**src/rtl/adder_responder.sv**
```systemverilog
// adder_responder: accepts operand pairs on a valid/ready request channel,
// queues their zero-extended sums in a small FIFO and returns them in order
// on a valid/ready response channel. Counts consumed responses and carries.
module adder_responder #(
    parameter int unsigned WIDTH = 4,
    parameter int unsigned DEPTH = 4,
    parameter int unsigned CNT_W = 8
) (
    input  logic             clk,
    input  logic             rst,
    input  logic             req_valid,
    output logic             req_ready,
    input  logic [WIDTH-1:0] a,
    input  logic [WIDTH-1:0] b,
    output logic             rsp_valid,
    input  logic             rsp_ready,
    output logic [WIDTH:0]   c,
    output logic [CNT_W-1:0] rsp_count,
    output logic [CNT_W-1:0] carry_count
);

    localparam int unsigned PTR_W = (DEPTH > 1) ? $clog2(DEPTH) : 1;
    localparam int unsigned OCC_W = PTR_W + 1;

    localparam logic [OCC_W-1:0] OCC_FULL = OCC_W'(DEPTH);
    localparam logic [OCC_W-1:0] OCC_ONE  = OCC_W'(1);
    localparam logic [PTR_W-1:0] PTR_ONE  = PTR_W'(1);
    localparam logic [CNT_W-1:0] CNT_ONE  = CNT_W'(1);

    logic [WIDTH:0]   mem_q [DEPTH];
    logic [PTR_W-1:0] wr_ptr_q, wr_ptr_d;
    logic [PTR_W-1:0] rd_ptr_q, rd_ptr_d;
    logic [OCC_W-1:0] occ_q, occ_d;
    logic [CNT_W-1:0] rsp_count_q, rsp_count_d;
    logic [CNT_W-1:0] carry_count_q, carry_count_d;
    logic [WIDTH:0]   sum;
    logic             push;
    logic             pop;

    // Handshake flags come from registered occupancy only, so rsp_ready
    // never reaches req_ready combinationally.
    assign req_ready   = (occ_q < OCC_FULL);
    assign rsp_valid   = (occ_q != '0);
    assign c           = mem_q[rd_ptr_q];
    assign rsp_count   = rsp_count_q;
    assign carry_count = carry_count_q;

    // Next-state: pointer advance, occupancy bookkeeping and pop statistics.
    always_comb begin
        push          = req_valid && req_ready;
        pop           = rsp_valid && rsp_ready;
        sum           = {1'b0, a} + {1'b0, b};
        wr_ptr_d      = wr_ptr_q;
        rd_ptr_d      = rd_ptr_q;
        occ_d         = occ_q;
        rsp_count_d   = rsp_count_q;
        carry_count_d = carry_count_q;

        if (push) begin
            wr_ptr_d = wr_ptr_q + PTR_ONE;
        end

        if (pop) begin
            rd_ptr_d    = rd_ptr_q + PTR_ONE;
            rsp_count_d = rsp_count_q + CNT_ONE;
            if (c[WIDTH]) begin
                carry_count_d = carry_count_q + CNT_ONE;
            end
        end

        unique case ({push, pop})
            2'b10:   occ_d = occ_q + OCC_ONE;
            2'b01:   occ_d = occ_q - OCC_ONE;
            default: occ_d = occ_q;
        endcase
    end

    // Control state register; reset flushes the queue and clears counters.
    always_ff @(posedge clk) begin
        if (rst) begin
            wr_ptr_q      <= '0;
            rd_ptr_q      <= '0;
            occ_q         <= '0;
            rsp_count_q   <= '0;
            carry_count_q <= '0;
        end else begin
            wr_ptr_q      <= wr_ptr_d;
            rd_ptr_q      <= rd_ptr_d;
            occ_q         <= occ_d;
            rsp_count_q   <= rsp_count_d;
            carry_count_q <= carry_count_d;
        end
    end

    // Result storage; contents need no reset since occupancy gates visibility.
    always_ff @(posedge clk) begin
        if (!rst && push) begin
            mem_q[wr_ptr_q] <= sum;
        end
    end

endmodule

```
**config.mk**
```make
export PLATFORM = sky130hd
export DESIGN_NAME = adder_responder
export DESIGN_NICKNAME = d
export VERILOG_FILES = /design/src/rtl/adder_responder.sv
export SDC_FILE = /design/constraint.sdc
export NUM_CORES = 1
export LEC_CHECK = 0
export ABC_AREA = 0
export CAP_MARGIN = 20
export CORE_MARGIN = 2
export CORE_UTILIZATION = 52
export DETAILED_ROUTE_END_ITERATION = 8
export GPL_TIMING_DRIVEN = 0
export PLACE_DENSITY = 0.77
export SLEW_MARGIN = 20
export SYNTH_ARGS = -nofsm -noshare
export SYNTH_HDL_FRONTEND = slang
export SYNTH_SLANG_ARGS = --single-unit
```
**constraint.sdc**
```tcl
create_clock -name clk -period 2.89 [get_ports clk]
set_input_delay 0.4335 -clock clk [delete_from_list [all_inputs] [get_ports clk]]
set_output_delay 0.4335 -clock clk [all_outputs]
set_load 0.05 [all_outputs]
```
## Yosys cells after proc, flatten, opt, wreduce, memory -nomap -nowiden

Memory sizes are Yosys's and may differ from the RTL's. A register that Yosys moved wholly into a read port is not among the register bits.
Cells that the tools add are included.

| word-level totals | value |
|---|---|
| bits in registers | 23 |
| bits in writable memories | 20 |
| bits of input ports | 12 |
| output and inout bits | 23 |
| logic and storage cells | 28 |
| memories | 1 |

Memory list:

| name | words | width | read ports | clocked after Yosys merged registers in | write ports | RTL line | source |
|---|---|---|---|---|---|---|---|
| mem_q | 4 | 5 | 1 | 1 | 1 | 30 | `logic [WIDTH:0] mem_q [DEPTH];` |

| operators by class | value |
|---|---|
| add/subtract/negate cells | 7 |
| magnitude comparators | 1 |
| equal/unequal tests | 2 |
| multiplexer cells | 5 |
| reduce and logical (&&, ||, !) cells | 7 |

Operator list:

| cell | count |
|---|---|
| 8-bit by 1-bit adder with 8-bit output, second input constant | 2 |
| 3-bit one-hot mux with 2 select lines | 1 |
| 4-bit by 4-bit adder with 5-bit output | 1 |
| 2-bit by 1-bit adder with 2-bit output, second input constant | 2 |
| 2-bit two-way mux | 2 |
| 3-bit by 1-bit adder with 3-bit output, second input constant | 1 |
| 1-bit logical AND | 3 |
| 3-bit < comparator, second input constant | 1 |
| 3-bit nonzero test | 1 |
| 3-bit by 1-bit subtractor with 3-bit output, second input constant | 1 |
| 2-bit by 1-bit equality test with 1-bit output, second input constant | 1 |
| 2-bit equality test, second input constant | 1 |
| 1-bit two-way mux | 2 |
| 2-bit AND reduction | 1 |
| 2-bit nonzero test | 1 |
| 1-bit logical NOT | 1 |

## Depth between registers and ports, before layout

| logic depth | value |
|---|---|
| word-level depth | 5 |
| depth in mapped cells | 9 |
| depth with buffers taken out | 8 |

## Least setup slack after synthesis

Ideal clock, no wire load.

| timing | value |
|---|---|
| path type | input to register |
| from | input rsp_ready |
| to | register occ_q[2] |
| library setup time | 70 ps |
| data arrival time | 2037 ps |
| data required time | 2820 ps |
| path slack | 783 ps |
| stages on the path | 9 |
| buffers on the path | 1 |
| cells stage by stage | o31ai_1 > inv_1 > buf_2 > ha_1 > inv_1 > fa_1 > xor2_1 > or3_1 > a21oi_1 |

| on the way | value |
|---|---|
| longest elaborated chain between the ends | 3 |
| elaborated cells between the ends (all ways) | 5 |
| those cells by class | 2 x eq/ne; 1 x mux; 2 x reduce/logical |

RTL lines:

| item | RTL line | source |
|---|---|---|
| start, declared | 16 | `input logic rsp_ready,` |
| 1-bit logical AND * | 51 | `pop = rsp_valid && rsp_ready;` |
| via pop | 38 | `logic pop;` |
| 2-bit by 1-bit equality test with 1-bit output or 2-bit equality test (tied branches) | 71 | `unique case ({push, pop})` |
| 3-bit one-hot mux with 2 select lines or 2-bit nonzero test (tied branches) | -- |  |
| end signal, assigned | 83 | `occ_q <= '0;` |
| end signal, assigned | 89 | `occ_q <= occ_d;` |
| end, declared | 33 | `logic [OCC_W-1:0] occ_q, occ_d;` |

The timed path passes the listed nets; every way through them passes the cells marked *.
A chain may end at the register's enable or synchronous reset.

==> results.ini <==
[run_status]
status = finished, final reports clean

[clock_network]
cts_resized = 0
postCtsHoldBufs = 0
cts_tree = built
clk_latency_ns = 0.29
cts_setup_buffers = 0
cts_root_buf = clkbuf_8
clk_pin_slew_ns = 0.08
cts-htree-levels = 2
max-clock-path-buffers = 2
cts_buffers = 5
cts_sinks = 45

[timing]
worst_slack_ns = 0.2811
setup_viol = 0
finalCritPeriodShare_pct = 90.27
fmax_ghz = 0.3833
grt_setup_unrepaired = no
slew_viol_final = 0
setup_tns_ns = 0
min_period_ns = 2.609
finalHoldViolations = 0
tightestPinTransition_ns = 0.6012
relSlewSlack_pct = 59.41
finClkSkew_ns = 0.005646

[hold_path]
holdPathStages = 2
min-delay-start = rsp_count[7]
hp-class = reg -> reg
whs_endpoint = rsp_count[7]

[placement]
hpwl_mm = 2.692
gp_congestion = 0.7427
io_buffers = 34
preCtsSetupSlack_ns = 0.004550
dp_cells = 268

[yosys]
synthCells = 184
synthAdderAreaFrac_pct = 8.422
synthTopCellsByArea = edfxtp_1 (28%), dfxtp_1 (24%), ha_1 (6.5%)
synth_warnings = 0
synth-compound-area-share_pct = 9.253
syn_nets = 209
synth-edff-count = 20
yosysMostFrequentCell = dfxtp_1
ys_ff_latch = 45
synth_xor_area_share_pct = 3.321
synth_area_um2 = 2110
async_reset_ff_share_pct = 0
muxShareOfSynthArea_pct = 7.651
synth_flop_cell = dfxtp_1
synthSimpleGateAreaFrac_pct = 14.29
synth_top_cell_by_area = edfxtp_1
synth.yosys.seq_area_share_pct = 52.19
synth_area_per_cell_um2 = 11.46
yosysTopAreaCellShare_pct = 28.47
ys_top_cells_by_count = dfxtp_1 (25), edfxtp_1 (20), inv_1 (16)
synth_top_family_by_area = simple AND/OR/NAND/NOR gates
synth_cell_type_count = 34

[setup_path]
cp-end-kind = output pin
r2r_slack_ns = 0.49
arrival_ns = 2.18
crit_type = reg -> out
rr_worst_depth = 9
startpoint_type = flip-flop
reg2reg_from = occ_q[2]
crit_required_ns = 2.46
cp_max_fo = 10
r2r_end = occ_q[2]

[layout]
fillCellCount = 317
num-nets-final = 250
multi_input_area_um2 = 905.9
drive_gt1_share_pct = 8.407
areaGrowthSynthToFinish_pct = 24.67
layout.cells.non_filler = 276
antennaDiodeCount = 0
seq_area_um2 = 1101

[routing]
drc = 0
routed_wl_mm = 3.596
dr.pass1.iters = 4
drt_iter0_drc = 56
ant_nets = 0
routedWlPerCell_um = 13.03
vias = 1467
vias_per_cell = 5.315

[power_and_ir_drop]
peakVddDrop_mv = 0.9141
p_leak_nw = 0.9699
power_density_nw_per_um2 = 789.6

[floorplan]
die_h_um = 67.69
io_pins = 35
die-area_um2 = 4582
die-width_um = 67.69
initial_core_util_pct = 53.51
core_area_um2 = 3943
rows = 23

[global_route]
antenna_found_initial = 0
grt_pass1_vias = 1418
grt_pass1_wl_mm = 6.141
grt_max_degree = 14
grt-ovfl-total = 0
grtUsageTotal_pct = 18.06

[run]
cap_viol_max_count = 0

## cell usage in the layout (no fill, tap or decap), types with 2 or more instances in the layout
cell type	Yosys	final
clkdlybuf4s50_1	0	34
dfxtp_1	25	25
edfxtp_1	20	20
inv_1	16	16
a21oi_1	14	14
nor2_1	14	14
ha_1	11	11
o21ai_0	7	7
and2_1	7	7
nand4_1	7	7
clkbuf_8	0	6
nor2b_1	5	5
xnor2_1	5	5
nand3_1	5	5
or3_1	5	5
nand2_1	5	5
mux4_1	4	4
o31ai_1	3	3
xor2_1	3	3
and3_1	3	3
mux2_2	3	3
nand2b_1	2	2
buf_6	2	2
clkbuf_1	2	2
buf_1	2	2
a31o_2	2	2
or4_1	2	2
fa_1	2	2
## critical path: stages, from the launching register on
cell,delay (ns)
dfxtp_1,0.33
buf_6,0.12
mux4_2,0.56
buf_6,0.17
clkdlybuf4s50_1,0.69
## layout make-up
| type | instances | share of cell area (%) |
|---|---|---|
| flip-flops and latches | 45 | 41.87 |
| multi-input cells | 116 | 34.44 |
| repair buffers | 34 | 12.94 |
| clock buffers | 7 | 3.330 |
| well taps | 50 | 2.379 |
| inverters | 16 | 2.284 |
| plain buffers | 7 | 1.618 |
| clock inverters | 1 | 1.142 |
## worst max path at each step
| stage | to | cells after the start |
|---|---|---|
| 6_report | c[4] | 4 |
| 2_1_floorplan | occ_q[2] | 9 |
| 3_3_place_gp | occ_q[2] | 10 |
| 3_5_place_dp | occ_q[2] | 10 |
| 5_1_grt | occ_q[2] | 10 |
| 4_1_cts | c[4] | 4 |
## registers in the layout, summed over array words and instances, names as in the netlist, named ones only
| signal | count |
|---|---|
| rd_ptr_q | 2 |
| mem_q | 20 |
| occ_q | 3 |
| rsp_count | 8 |
| wr_ptr_q | 2 |
| carry_count | 8 |
## metrics by stage
| stage | hold slack [ns] | util [%] | power (mW) | area (um^2) |
|---|---|---|---|---|
| 2_1_floorplan | 0.4591 | - | 1.387 | 2110 |
| 3_3_place_gp | 0.4715 | 63.73 | 1.584 | 2512 |
| 3_5_place_dp | 0.4763 | 63.73 | 1.612 | 2512 |
| 4_1_cts | 0.4873 | 66.71 | 2.095 | 2630 |
| 5_1_grt | 0.5210 | 66.71 | 2.187 | 2630 |
| 6_report | 0.4887 | 66.71 | 2.077 | 2630 |
## kinds of logic after synthesis
| family | count (synthesis) |
|---|---|
| AOI/OAI and AO/OA | 31 |
| xor gates and xnor gates | 8 |
| adders and majority gates | 13 |
| buffers and inverters | 23 |
| DFF | 45 |
| muxes | 8 |
| and+or+nand+nor | 56 |
## layer usage
layer	wire, um	global-route usage [%]
met1	1648	22.70
met2	1757	29.53
met3	150	5.333
met4	40	6.378
met5	0	0
## report_power, final
group          leakage (nW)  internal, mW  switching, mW
combinational         0.524         0.297          0.484
sequential            0.385         0.750         0.0601
clock                0.0614         0.285          0.200
No activity file was read; power rests on OpenSTA's default activity.
